## config.mk

```make
export PLATFORM = sky130hd
export DESIGN_NAME = frame_color_scan
export DESIGN_NICKNAME = d
export VERILOG_FILES = /design/src/rtl/frame_color_scan.sv
export SDC_FILE = /design/constraint.sdc
export NUM_CORES = 1
export LEC_CHECK = 0
export BUFFER_PORTS_ARGS = -buffer_cell sky130_fd_sc_hd__buf_2
export CAP_MARGIN = 20
export CORE_ASPECT_RATIO = 0.6
export CORE_MARGIN = 5
export CORE_UTILIZATION = 23
export DETAILED_ROUTE_END_ITERATION = 7
export SYNTH_ARGS = -nofsm -noshare
export SYNTH_HDL_FRONTEND = slang
export SYNTH_SLANG_ARGS = --single-unit
```

## constraint.sdc

```tcl
create_clock -name clk -period 3.6 [get_ports clk]
set_input_delay 0.18 -clock clk [delete_from_list [all_inputs] [get_ports clk]]
set_output_delay 0.18 -clock clk [all_outputs]
set_load 0.01 [all_outputs]
```

## src/rtl/frame_color_scan.sv

```systemverilog
// frame_color_scan
//   Scans an RGB332 frame buffer once per start request through the buffer's
//   synchronous read port. Every pixel is classified as red, green, blue or
//   none; per-colour pixel counts and bounding boxes are accumulated, and the
//   dominant colour (count >= MIN_COUNT) is reported with its count and box.
//
// Ports
//   clk      system clock
//   rst      synchronous active-high reset
//   start    scan request, honoured only while idle
//   rd_addr  frame buffer read address (pixel k at address k)
//   rd_data  RGB332 pixel {R[2:0],G[2:0],B[1:0]}, one cycle after rd_addr
//   busy     high while a scan is in progress
//   done     one-cycle pulse when the result outputs are refreshed
//   color    0 none, 1 red, 2 green, 3 blue
//   count    pixel count of the reported colour
//   x_min/x_max/y_min/y_max  inclusive bounding box of the reported colour
module frame_color_scan #(
  parameter int AW        = 15,
  parameter int WIDTH     = 160,
  parameter int HEIGHT    = 120,
  parameter int MIN_LVL   = 3,
  parameter int MIN_COUNT = 16
) (
  input  logic          clk,
  input  logic          rst,
  input  logic          start,
  output logic [AW-1:0] rd_addr,
  input  logic [7:0]    rd_data,
  output logic          busy,
  output logic          done,
  output logic [1:0]    color,
  output logic [AW-1:0] count,
  output logic [7:0]    x_min,
  output logic [7:0]    x_max,
  output logic [7:0]    y_min,
  output logic [7:0]    y_max
);

  typedef enum logic [1:0] {IDLE, READ, DRAIN, DECIDE} state_t;

  localparam logic [AW-1:0] N_LAST  = AW'(WIDTH * HEIGHT - 1);
  localparam logic [7:0]    X_LAST  = 8'(WIDTH - 1);
  localparam logic [2:0]    LVL     = 3'(MIN_LVL);
  localparam logic [AW-1:0] MIN_CNT = AW'(MIN_COUNT);

  // Strict maximum over the three channels; any tie for the top means "none".
  // Blue is widened to 3 bits by replicating its MSB so all channels span 0..7.
  function automatic logic [1:0] classify(input logic [7:0] px);
    logic [2:0] r, g, b;
    r = px[7:5];
    g = px[4:2];
    b = {px[1:0], px[1]};
    if (r > g && r > b && r >= LVL)      return 2'd1;
    else if (g > r && g > b && g >= LVL) return 2'd2;
    else if (b > r && b > g && b >= LVL) return 2'd3;
    return 2'd0;
  endfunction

  state_t          state;
  logic            vld_p1;
  logic [1:0]      cls_p1;
  logic [7:0]      x_p1, y_p1;
  logic [AW-1:0]   cnt   [1:3];
  logic [7:0]      bx_x0 [1:3];
  logic [7:0]      bx_x1 [1:3];
  logic [7:0]      bx_y0 [1:3];
  logic [7:0]      bx_y1 [1:3];
  logic [1:0]      win;

  // ---- stage p0: address issue and control ----
  always_ff @(posedge clk) begin
    if (rst) begin
      state   <= IDLE;
      rd_addr <= '0;
      busy    <= 1'b0;
      done    <= 1'b0;
      vld_p1  <= 1'b0;
      color   <= '0;
      count   <= '0;
      x_min   <= '0;
      x_max   <= '0;
      y_min   <= '0;
      y_max   <= '0;
    end else begin
      done   <= 1'b0;
      vld_p1 <= (state == READ);
      case (state)
        IDLE: begin
          if (start) begin
            state   <= READ;
            rd_addr <= '0;
            busy    <= 1'b1;
          end
        end
        READ: begin
          if (rd_addr == N_LAST) state <= DRAIN;
          else                   rd_addr <= rd_addr + 1'b1;
        end
        DRAIN: begin
          state <= DECIDE;
        end
        DECIDE: begin
          for (int c = 1; c <= 3; c++) begin
            if (win == 2'(c)) begin
              if (cnt[c] < MIN_CNT) begin
                color <= '0;
                count <= '0;
                x_min <= '0;
                x_max <= '0;
                y_min <= '0;
                y_max <= '0;
              end else begin
                color <= 2'(c);
                count <= cnt[c];
                x_min <= bx_x0[c];
                x_max <= bx_x1[c];
                y_min <= bx_y0[c];
                y_max <= bx_y1[c];
              end
            end
          end
          done  <= 1'b1;
          busy  <= 1'b0;
          state <= IDLE;
        end
        default: state <= IDLE;
      endcase
    end
  end

  // ---- stage p1: pixel data returned by the RAM, classify and accumulate ----
  assign cls_p1 = classify(rd_data);

  always_ff @(posedge clk) begin
    if (state == IDLE && start) begin
      x_p1 <= '0;
      y_p1 <= '0;
      for (int c = 1; c <= 3; c++) begin
        cnt[c]   <= '0;
        bx_x0[c] <= 8'hFF;
        bx_x1[c] <= 8'h00;
        bx_y0[c] <= 8'hFF;
        bx_y1[c] <= 8'h00;
      end
    end else if (vld_p1) begin
      if (x_p1 == X_LAST) begin
        x_p1 <= '0;
        y_p1 <= y_p1 + 8'd1;
      end else begin
        x_p1 <= x_p1 + 8'd1;
      end
      for (int c = 1; c <= 3; c++) begin
        if (cls_p1 == 2'(c)) begin
          cnt[c] <= cnt[c] + 1'b1;
          if (x_p1 < bx_x0[c]) bx_x0[c] <= x_p1;
          if (x_p1 > bx_x1[c]) bx_x1[c] <= x_p1;
          if (y_p1 < bx_y0[c]) bx_y0[c] <= y_p1;
          if (y_p1 > bx_y1[c]) bx_y1[c] <= y_p1;
        end
      end
    end
  end

  // ---- stage p2: winner selection, equal counts favour red, then green ----
  always_comb begin
    win = 2'd1;
    if (!(cnt[1] >= cnt[2] && cnt[1] >= cnt[3]))
      win = (cnt[2] >= cnt[3]) ? 2'd2 : 2'd3;
  end

endmodule

```

# ---- Word-level counts from Yosys, hierarchy flattened
# Memory sizes are Yosys's and may differ from the RTL's.
# Index checks and enable logic that the tools add are counted.
dict set report word_totals {
  input_bits 11
  ram_bits 141
  mem_count 5
  register_bits 85
  output_inout_bits 66
  elab_cells 241
}
# memory words word_bits rd rd_ports_with_merged_regs write_ports line
set mem_list {}
lappend mem_list {cnt 3 15 3 0 3 64} ;# logic [AW-1:0] cnt [1:3];
lappend mem_list {bx_x0 3 8 3 0 3 65} ;# logic [7:0] bx_x0 [1:3];
lappend mem_list {bx_x1 3 8 3 0 3 66} ;# logic [7:0] bx_x1 [1:3];
lappend mem_list {bx_y0 3 8 3 0 3 67} ;# logic [7:0] bx_y0 [1:3];
lappend mem_list {bx_y1 3 8 3 0 3 68} ;# logic [7:0] bx_y1 [1:3];
dict set report op_classes {
  n_reduce_logical 17
  magnitude_cmp 27
  n_bitwise 15
  mux 144
  n_addsub 6
  n_eq_ne 14
}
# cell n
set ops {}
lappend ops {{$mux 8} 37}
lappend ops {{$mux 15} 11}
lappend ops {{$mux 1} 81}
lappend ops {{$add 15x1->15 const B} 4}
lappend ops {{$gt 8x8->1} 6}
lappend ops {{$lt 8x8->1} 6}
lappend ops {{$ge 15x15->1} 3}
lappend ops {{$lt 15x5->1 const B} 3}
lappend ops {{$pmux 15 s2} 1}
lappend ops {{$mux 2} 12}
lappend ops {{$gt 3x3->1} 6}
lappend ops {{$add 8x1->8 const B} 2}
lappend ops {{$eq 15x15->1 const B} 1}
lappend ops {{$or 1x1->1} 15}
lappend ops {{$eq 2x2->1 const B} 6}
lappend ops {{$ge 3x2->1 const B} 3}
lappend ops {{$eq 8x8->1 const B} 1}
lappend ops {{$logic_and 1x1->1} 8}
lappend ops {{$pmux 2 s4} 1}
lappend ops {{$reduce_and 2->1} 4}
lappend ops {{$eq 2x1->1 const B} 3}
lappend ops {{$ne 2x2->1 const B} 2}
lappend ops {{$reduce_bool 2->1} 2}
lappend ops {{$reduce_and 3->1} 1}
lappend ops {{4 further kinds} 4}

# ---- Logic depth before layout (Yosys ltp)
# Gate-level depths: netlist of the first run.
dict set report depth {
  depth_word 13
  depth_mapped 11
  depth_no_buf 9
}

# ---- Least setup slack after synthesis of the first run
# No wires, ideal clock.
dict set report synth_path {
  kind {register -> register}
  start {register, netlist name cnt[0][20]}
  end {register x_max[0]}
  path_slack_ps 1009
  n_path_buf 1
  required_ps 3519
  period_less_slack_ps 2591
  t_arrival_ps 2510
  setup_ps 81
  path_stages_with_launch 10
  path_cell_list {edfxtp_1 > ha_1 > a21o_1 > a221o_1 > a31oi_1 > o41ai_2 > a21oi_2 > clkbuf_1 > nand3_1 > a41oi_1}
}
# item line
set synth_rtl {}
lappend synth_rtl {{end signal: assignment} 117} ;# x_max <= bx_x1[c];
lappend synth_rtl {{end: declaration} 35} ;# output logic [7:0] x_max,

==> results of run 1 <==
[logic make-up after synthesis]
| kind of cell | after synthesis | synth area share |
|---|---|---|
| fa+ha+maj | 154 | 0.141 |
| buf+inv | 198 | 0.0557 |
| mux | 2 | 0.00147 |
| xor+xnor | 58 | 0.0372 |
| simple gates | 557 | 0.200 |
| compound gates | 254 | 0.130 |
| flops | 226 | 0.434 |
[power groups by stage]
stage / registers (mW) / logic [mW] / clock network (mW)
after global placement: 3.74 / 3.47 / 0
after floorplan: 3.64 / 2.26 / 0
after CTS: 3.69 / 3.60 / 2.60
after detailed placement: 3.75 / 3.58 / 0
after global routing: 3.75 / 3.97 / 2.72
final: 3.71 / 3.61 / 2.56
[cell usage in the layout (no fill, tap or decap), types with 6 or more instances in the layout]
cell type / instances
sky130_fd_sc_hd__ha_1: 153
sky130_fd_sc_hd__nand3_1: 148
sky130_fd_sc_hd__edfxtp_1: 141
sky130_fd_sc_hd__inv_1: 136
sky130_fd_sc_hd__nor2_1: 128
sky130_fd_sc_hd__dfxtp_1: 85
sky130_fd_sc_hd__nand2_1: 79
sky130_fd_sc_hd__buf_2: 76
sky130_fd_sc_hd__nor3_1: 50
sky130_fd_sc_hd__a21oi_1: 48
sky130_fd_sc_hd__xnor2_1: 45
sky130_fd_sc_hd__nand2b_1: 43
sky130_fd_sc_hd__o21bai_1: 43
sky130_fd_sc_hd__o21ai_0: 38
sky130_fd_sc_hd__buf_4: 37
sky130_fd_sc_hd__a41oi_1: 36
sky130_fd_sc_hd__a21o_1: 28
sky130_fd_sc_hd__clkbuf_16: 28
sky130_fd_sc_hd__nand4_1: 26
sky130_fd_sc_hd__and2_1: 19
sky130_fd_sc_hd__or2_2: 15
sky130_fd_sc_hd__nor2b_1: 14
sky130_fd_sc_hd__a211oi_1: 14
sky130_fd_sc_hd__xor2_1: 13
sky130_fd_sc_hd__or3_1: 10
sky130_fd_sc_hd__nor4_1: 10
sky130_fd_sc_hd__o21a_1: 9
sky130_fd_sc_hd__and3_1: 8
sky130_fd_sc_hd__o32ai_1: 8
sky130_fd_sc_hd__clkbuf_1: 6
sky130_fd_sc_hd__clkinv_2: 6
[sequential cells by signal, summed over array words and instances (netlist names), 15 cells and up]
signal,count
cnt,45
bx_y0,24
count,15
rd_addr,15
bx_y1,24
bx_x0,24
bx_x1,24
[area by class of cell]
type / instances / area (µm²)
Fill cell: 6292 / 43000
Inverter: 140 / 526
Sequential cell: 226 / 5940
Tap cell: 781 / 977
Multi-Input combinational cell: 1025 / 7010
Timing Repair Buffer: 115 / 698
Antenna cell: 1 / 2.50
Clock buffer: 36 / 751
Clock inverter: 8 / 42.5
[worst max-delay path, stage by stage (launching register included)]
cell and delay [ns]:
sky130_fd_sc_hd__edfxtp_1 0.55, sky130_fd_sc_hd__ha_1 0.38, sky130_fd_sc_hd__and3_1 0.20, sky130_fd_sc_hd__a221o_1 0.29, sky130_fd_sc_hd__a31oi_1 0.32, sky130_fd_sc_hd__o41ai_2 0.15, sky130_fd_sc_hd__buf_4 0.19, sky130_fd_sc_hd__a21oi_4 0.48
sky130_fd_sc_hd__buf_4 0.33, sky130_fd_sc_hd__nand3_1 0.11, sky130_fd_sc_hd__a41oi_1 0.24
[worst paths after layout]
| kind | cells past startpoint | endpoint | from | slack (ns) |
|---|---|---|---|---|
| max reg2reg | 10 | x_max[1]$_SDFFE_PP0P_ | cnt[0][21]$_SDFFCE_PN0P_ | 0.27 |
| min reg2reg | 2 | color[1]$_SDFFE_PP0P_ | color[1]$_SDFFE_PP0P_ | 0.48 |
| min | 4 | busy$_SDFFE_PP0P_ | start | 0.09 |
| max | 10 | x_max[1]$_SDFFE_PP0P_ | cnt[0][21]$_SDFFCE_PN0P_ | 0.27 |
[metrics by stage]
step                      setup WS, ns  utilization  total power [mW]  std cells  cell area (µm²)
after floorplan                   1.01            -              5.90       1449            13700
after global placement           0.443        0.257              7.22       2287            15100
after detailed placement         0.329        0.257              7.33       2287            15100
after CTS                        0.291        0.270              9.89       2331            15900
after global routing            0.0553        0.270              10.4       2331            15900
final                            0.272        0.270              9.88       2332            15900
[metal layers]
metal,up-vias,GRT usage
met2,454,0.181
met1,5594,0.204
li1,5372,-
met4,0,0.0227
met3,57,0.0293
met5,-,0
==> report_table.html, run 1 <==
<table>
<tr><th>Metric</th><th>Value</th></tr>
<tr><th colspan="2">Logic synthesis</th></tr>
<tr><td>Net count after synthesis</td><td>roughly 1600</td></tr>
<tr><td>Number of synthesized flops with an enable pin</td><td>141</td></tr>
<tr><td>Leading post-synthesis cells by cell area</td><td>sky130_fd_sc_hd__edfxtp_1 31%, sky130_fd_sc_hd__ha_1 14%, sky130_fd_sc_hd__dfxtp_1 12%</td></tr>
<tr><td>Number of cells produced by synthesis</td><td>1449</td></tr>
<tr><td>Leading register cell type out of synthesis</td><td>sky130_fd_sc_hd__edfxtp_1</td></tr>
<tr><td>Post-synthesis async set-or-reset flop share</td><td>0</td></tr>
<tr><td>Most common cell in the netlist</td><td>sky130_fd_sc_hd__ha_1</td></tr>
<tr><td>Number of library cell types mapped by synthesis</td><td>50</td></tr>
<tr><td>Flop and latch count out of synthesis</td><td>226</td></tr>
<tr><td>Area fraction of the dominant cell type after synthesis</td><td>0.310</td></tr>
<tr><td>Post-synthesis instance area</td><td>approximately 0.014 mm²</td></tr>
<tr><td>Mean instance size in the synthesized netlist</td><td>9.43 µm²</td></tr>
<tr><td>Synth warnings</td><td>0</td></tr>
<tr><td>Cell types with the highest counts after synthesis</td><td>154 x sky130_fd_sc_hd__ha_1, 148 x sky130_fd_sc_hd__nand3_1, 141 x sky130_fd_sc_hd__edfxtp_1</td></tr>
<tr><td>Seq/Total Area, Yosys</td><td>0.434</td></tr>
<tr><td>Leading area contributor after synthesis</td><td>sky130_fd_sc_hd__edfxtp_1</td></tr>
<tr><th colspan="2">Clocking</th></tr>
<tr><td>Later-pin clock latency in the skew report</td><td>0.55 ns</td></tr>
<tr><td>Clock root cell</td><td>sky130_fd_sc_hd__clkbuf_16</td></tr>
<tr><td>Number of gates given a new drive strength after cts</td><td>0</td></tr>
<tr><td>CTS hold repair buffers</td><td>0</td></tr>
<tr><td>Largest buffer count on any clock path</td><td>3</td></tr>
<tr><td>CTS H-tree lvls</td><td>1</td></tr>
<tr><td>Cts bufs inserted</td><td>24</td></tr>
<tr><td>CTS Sinks</td><td>about 230</td></tr>
<tr><td>CTS clock-pin slew for the worst setup and hold paths</td><td>roughly 0.06 ns</td></tr>
<tr><td>Post-CTS Setup Repair Bufs</td><td>0</td></tr>
<tr><td>TritonCTS clock tree</td><td>built</td></tr>
<tr><th colspan="2">Pwr</th></tr>
<tr><td>Power density relative to cell area</td><td>between 600 and 700 mW/mm²</td></tr>
<tr><td>Worst-case vdd ir drop</td><td>318 µV</td></tr>
<tr><td>Static leakage</td><td>roughly 6.9 nW</td></tr>
<tr><td>Part of the power in registers</td><td>0.375</td></tr>
<tr><td>Switching component of the power</td><td>3.95 mW</td></tr>
<tr><td>Internal Power</td><td>~5.9 mW</td></tr>
<tr><td>Combinational cell fraction of total power</td><td>0.366</td></tr>
<tr><td>Clock Power Share</td><td>0.259</td></tr>
<tr><td>Switching share of power</td><td>0.400</td></tr>
<tr><th colspan="2">Timing</th></tr>
<tr><td>Slew Limit Fails</td><td>0</td></tr>
<tr><td>Slew @ Worst Pin</td><td>1.07 ns</td></tr>
<tr><td>Count of endpoints failing setup in the final report</td><td>0</td></tr>
<tr><td>Number of endpoints with negative hold slack in the final report</td><td>0</td></tr>
<tr><td>F_max</td><td>about 300 MHz</td></tr>
<tr><td>Headroom to the max-slew limit</td><td>0.290</td></tr>
<tr><td>Unrepaired setup endpoints after global routing</td><td>no</td></tr>
<tr><td>Smallest hold slack</td><td>slightly above 0.09 ns</td></tr>
<tr><td>Min cycle time layout</td><td>3.33 ns</td></tr>
<tr><td>Setup clock skew after layout</td><td>about 0.021 ns</td></tr>
<tr><td>Total negative slack for setup checks</td><td>0 ns</td></tr>
<tr><td>Crit share post-route</td><td>0.924</td></tr>
<tr><th colspan="2">Flow run</th></tr>
<tr><td>Total of max-cap violations</td><td>0</td></tr>
<tr><th colspan="2">Detailed routing</th></tr>
<tr><td>Met3 wire len</td><td>between 3 and 4 mm</td></tr>
<tr><td>Drt via density</td><td>4.92</td></tr>
<tr><td>Amount of wire on met2 after detailed routing</td><td>17.1 mm</td></tr>
<tr><td>Top sig layer</td><td>met4</td></tr>
<tr><td>Final routed wire length divided by cell count</td><td>18.7 µm</td></tr>
<tr><td>Total number of vias</td><td>about 11000</td></tr>
<tr><td>Total iterations of the first detailed-routing run</td><td>6</td></tr>
<tr><td>Iteration-0 DRC Markers</td><td>1190</td></tr>
<tr><td>Met1 Routed Length</td><td>22.0 mm</td></tr>
<tr><td>Total wirelength of the detailed-routed design</td><td>43.6 mm</td></tr>
<tr><td>Count of unresolved DRC violations after routing</td><td>0</td></tr>
<tr><td>Antenna Nets Post-Route</td><td>0</td></tr>
<tr><th colspan="2">Global route</th></tr>
<tr><td>Largest net degree at the start of global routing</td><td>51</td></tr>
<tr><td>Number of antenna violations at the first check in global routing</td><td>1</td></tr>
<tr><td>All-Layer GR Usage</td><td>0.130</td></tr>
<tr><td>First-pass GRT wire length</td><td>66.3 mm</td></tr>
<tr><td>Overflow left after global routing</td><td>0</td></tr>
<tr><td>Via count of the first global-routing pass</td><td>11000</td></tr>
<tr><th colspan="2">Cells and area</th></tr>
<tr><td>Number of nets at the end of the flow</td><td>around 1700</td></tr>
<tr><td>Fraction of final layout cells with drive strength greater than 1</td><td>0.114</td></tr>
<tr><td>Layout overhead on the synthesized area</td><td>16.7%</td></tr>
<tr><th colspan="2">Setup path</th></tr>
<tr><td>Path type of the worst setup path</td><td>reg -&gt; reg</td></tr>
<tr><td>Largest driver fanout on the critical path</td><td>14</td></tr>
<tr><td>Required time of the critical path</td><td>4.05 ns</td></tr>
<tr><td>Worst Setup Start Kind</td><td>register</td></tr>
<tr><td>Endpoint class of the critical path</td><td>register</td></tr>
<tr><td>Data arrival time of the critical path</td><td>3.78 ns</td></tr>
<tr><th colspan="2">Floorplanning</th></tr>
<tr><td>Top-level I/O count</td><td>77</td></tr>
<tr><td>Die width</td><td>~320 µm</td></tr>
<tr><td>Standard-cell rows</td><td>69</td></tr>
<tr><td>Die outline area</td><td>around 0.065 mm²</td></tr>
<tr><td>Floorplan die height</td><td>199 µm</td></tr>
<tr><td>Core area</td><td>0.0590 mm²</td></tr>
<tr><td>Effective utilization at floorplan</td><td>0.232</td></tr>
<tr><th colspan="2">Run status</th></tr>
<tr><td>Status</td><td>finished, final reports clean</td></tr>
<tr><th colspan="2">Place</th></tr>
<tr><td>Final weighted congestion of routability-driven global placement</td><td>0.881</td></tr>
<tr><td>Dpl hpwl</td><td>approximately 32 mm</td></tr>
<tr><td>Count of port buffers added during placement</td><td>76</td></tr>
<tr><th colspan="2">Worst hold path</th></tr>
<tr><td>Kind of path behind the tightest hold check</td><td>in -&gt; reg</td></tr>
</table>
Power figures use the tool's default switching activity.
==> inputs of run 2 (changes only) <==
--- a/config.mk
+++ b/config.mk
@@ -11,6 +11,7 @@
 export CORE_MARGIN = 5
 export CORE_UTILIZATION = 23
 export DETAILED_ROUTE_END_ITERATION = 7
+export MAX_ROUTING_LAYER = met4
 export SYNTH_ARGS = -nofsm -noshare
 export SYNTH_HDL_FRONTEND = slang
 export SYNTH_SLANG_ARGS = --single-unit
==> constraint.sdc (replaced) <==
create_clock -name clk -period 3.2 [get_ports clk]
set_input_delay 0.16 -clock clk [delete_from_list [all_inputs] [get_ports clk]]
set_output_delay 0.16 -clock clk [all_outputs]
set_load 0.01 [all_outputs]
==> run 2 against run 1 <==
Against the previous run: sequential share of layout area is 0.35 points lower; register-to-register slack got worse by 0.12 ns; global-route usage up 0.68 points; critical path type unchanged; design area up 0.94%; count of clock-buffer cells in the layout is 3 lower; critical path depth unchanged; non-clock buffer count grew 11; setup slack worse by 0.12 ns; cell count is 0.34% higher; combinational power rose by 16%; total power grew 15%; fmax grew 9.1%.
==> report_table.html, run 2 (synthesized netlist as in run 1, its figures left out) <==
<table>
<tr><th>Metric</th><th>Value</th></tr>
<tr><th colspan="2">Timing</th></tr>
<tr><td>Slew Limit Fails</td><td>0</td></tr>
<tr><td>Setup clock skew after layout</td><td>0.0273 ns</td></tr>
<tr><td>Crit share post-route</td><td>0.953</td></tr>
<tr><td>Headroom to the max-slew limit</td><td>0.516</td></tr>
<tr><td>Count of endpoints failing setup in the final report</td><td>0</td></tr>
<tr><td>Unrepaired setup endpoints after global routing</td><td>no</td></tr>
<tr><td>F_max</td><td>328 MHz</td></tr>
<tr><td>Total negative slack for setup checks</td><td>0 ns</td></tr>
<tr><td>Slew @ Worst Pin</td><td>0.726 ns</td></tr>
<tr><td>Min cycle time layout</td><td>3.05 ns</td></tr>
<tr><td>Number of endpoints with negative hold slack in the final report</td><td>0</td></tr>
<tr><th colspan="2">Cells and area</th></tr>
<tr><td># diodes</td><td>0</td></tr>
<tr><td>Largest register by flop count</td><td>cnt</td></tr>
<tr><td>Layout overhead on the synthesized area</td><td>17.8%</td></tr>
<tr><td>Final instance count without filler cells</td><td>2340</td></tr>
<tr><td>Final core utilization</td><td>0.273</td></tr>
<tr><td>Number of nets at the end of the flow</td><td>1707</td></tr>
<tr><td>Largest register FFs</td><td>45</td></tr>
<tr><td>Commonest non-fill, non-tap cell in the layout</td><td>sky130_fd_sc_hd__ha_1</td></tr>
<tr><td>Highest-count cells in the layout ignoring fill and taps</td><td>153 x sky130_fd_sc_hd__ha_1, 148 x sky130_fd_sc_hd__nand3_1, 141 x sky130_fd_sc_hd__edfxtp_1</td></tr>
<tr><td>Fraction of final layout cells with drive strength greater than 1</td><td>0.118</td></tr>
<tr><th colspan="2">Clocking</th></tr>
<tr><td>CTS clock-pin slew for the worst setup and hold paths</td><td>0.07 ns</td></tr>
<tr><td>Clock root cell</td><td>sky130_fd_sc_hd__clkbuf_16</td></tr>
<tr><td>CTS H-tree lvls</td><td>1</td></tr>
<tr><td>Later-pin clock latency in the skew report</td><td>0.55 ns</td></tr>
<tr><td>CTS Sinks</td><td>226</td></tr>
<tr><td>Largest buffer count on any clock path</td><td>3</td></tr>
<tr><td>Cts bufs inserted</td><td>23</td></tr>
<tr><td>TritonCTS clock tree</td><td>built</td></tr>
<tr><td>Number of gates given a new drive strength after cts</td><td>0</td></tr>
<tr><th colspan="2">Detailed routing</th></tr>
<tr><td>Top sig layer</td><td>met4</td></tr>
<tr><td>Met3 wire len</td><td>3.82 mm</td></tr>
<tr><td>Met1 Routed Length</td><td>~22 mm</td></tr>
<tr><td>Total number of vias</td><td>11400</td></tr>
<tr><td>Count of unresolved DRC violations after routing</td><td>0</td></tr>
<tr><td>Iteration-0 DRC Markers</td><td>1032</td></tr>
<tr><td>Total wirelength of the detailed-routed design</td><td>around 44 mm</td></tr>
<tr><td>Total iterations of the first detailed-routing run</td><td>5</td></tr>
<tr><td>Drt via density</td><td>between 4 and 5</td></tr>
<tr><td>Amount of wire on met2 after detailed routing</td><td>17.5 mm</td></tr>
<tr><td>Final routed wire length divided by cell count</td><td>18.8 µm</td></tr>
<tr><td>Antenna Nets Post-Route</td><td>0</td></tr>
<tr><th colspan="2">Setup path</th></tr>
<tr><td>Largest driver fanout on the critical path</td><td>20</td></tr>
<tr><td>Endpoint class of the critical path</td><td>register</td></tr>
<tr><td>Path type of the worst setup path</td><td>reg -&gt; reg</td></tr>
<tr><td>Data arrival time of the critical path</td><td>between 3 and 4 ns</td></tr>
<tr><td>Required time of the critical path</td><td>3.65 ns</td></tr>
<tr><td>Worst Setup Start Kind</td><td>register</td></tr>
<tr><th colspan="2">Global route</th></tr>
<tr><td>Largest net degree at the start of global routing</td><td>78</td></tr>
<tr><td>First-pass GRT wire length</td><td>~68 mm</td></tr>
<tr><td>All-Layer GR Usage</td><td>0.137</td></tr>
<tr><td>Via count of the first global-routing pass</td><td>11100</td></tr>
<tr><td>Number of antenna violations at the first check in global routing</td><td>0</td></tr>
<tr><td>Overflow left after global routing</td><td>0</td></tr>
<tr><th colspan="2">Floorplanning</th></tr>
<tr><td>Die width</td><td>325 µm</td></tr>
<tr><td>Core area</td><td>around 0.06 mm²</td></tr>
<tr><td>Top-level I/O count</td><td>slightly below 80</td></tr>
<tr><td>Effective utilization at floorplan</td><td>0.232</td></tr>
<tr><td>Die outline area</td><td>around 0.065 mm²</td></tr>
<tr><td>Floorplan die height</td><td>~200 µm</td></tr>
<tr><td>Standard-cell rows</td><td>69</td></tr>
<tr><th colspan="2">Pwr</th></tr>
<tr><td>Power consumption</td><td>~11 mW</td></tr>
<tr><td>Static leakage</td><td>around 6.9 nW</td></tr>
<tr><td>Worst-case vdd ir drop</td><td>485 µV</td></tr>
<tr><td>Power density relative to cell area</td><td>707 mW/mm²</td></tr>
<tr><th colspan="2">Place</th></tr>
<tr><td>Count of port buffers added during placement</td><td>76</td></tr>
<tr><td>Final weighted congestion of routability-driven global placement</td><td>0.888</td></tr>
<tr><td>Dpl hpwl</td><td>32.5 mm</td></tr>
<tr><td>Placed insts</td><td>about 2300</td></tr>
<tr><th colspan="2">Worst hold path</th></tr>
<tr><td>Kind of path behind the tightest hold check</td><td>in -&gt; reg</td></tr>
<tr><th colspan="2">Flow run</th></tr>
<tr><td>Total of max-cap violations</td><td>0</td></tr>
<tr><th colspan="2">Run status</th></tr>
<tr><td>Status</td><td>finished, final reports clean</td></tr>
</table>
[run 2: area by class of cell]
cell class / count / area (µm²)
fill: 6213 / 42900
clock buffer: 33 / 674
timing repair buffer: 126 / 821
tap: 781 / 977
sequential: 226 / 5940
clock inverter: 9 / 149
inverter: 140 / 526
multi-input combinational: 1025 / 7010
[run 2: path summary, 6_finish.rpt]
check                           start                     to  slack, ns  cells past startpoint
max          cnt[0][50]$_SDFFCE_PN0P_  count[7]$_SDFFE_PP0P_       0.15                     10
min                             start      busy$_SDFFE_PP0P_       0.06                      4
max reg2reg  cnt[0][50]$_SDFFCE_PN0P_  count[7]$_SDFFE_PP0P_       0.15                     10
min reg2reg     count[4]$_SDFFE_PP0P_  count[4]$_SDFFE_PP0P_       0.49                      2
[run 2: critical path, cell delays in order (launching register included)]
cell and delay (ns):
sky130_fd_sc_hd__edfxtp_1 0.48, sky130_fd_sc_hd__inv_1 0.22, sky130_fd_sc_hd__ha_1 0.28, sky130_fd_sc_hd__a21o_1 0.18, sky130_fd_sc_hd__a221o_1 0.34, sky130_fd_sc_hd__a31oi_1 0.28, sky130_fd_sc_hd__o41ai_2 0.14, sky130_fd_sc_hd__and2_2 0.28
sky130_fd_sc_hd__buf_12 0.19, sky130_fd_sc_hd__o31a_1 0.29, sky130_fd_sc_hd__a311oi_1 0.26
[run 2: through the flow]
step | setup slack, ns | cell area [µm²] | hold WS (ns)
floorplan | 0.609 | 13700 | 0.429
global placement | 0.306 | 15300 | 0.477
detailed placement | 0.205 | 15300 | 0.480
CTS | 0.171 | 16100 | 0.0268
global route | 0.0475 | 16100 | 0.0900
finish | 0.149 | 16100 | 0.0565
[run 2: where the power goes]
group / internal (mW) / switching, mW
registers: 3.70 / 0.451
clock network: 1.79 / 1.23
logic: 1.42 / 2.78
[run 2: layer usage]
| layer | vias up | GRT usage |
|---|---|---|
| met5 | - | - |
| met4 | 0 | 0.0198 |
| met3 | 50 | 0.0321 |
| met2 | 389 | 0.189 |
| met1 | 5604 | 0.205 |
| li1 | 5388 | - |
[run 2: timing repair]
item                                   4_1_cts  5_1_grt
endpoints found under the hold margin        7        0
buffers inserted                             0        0
hold buffers                                 1        0
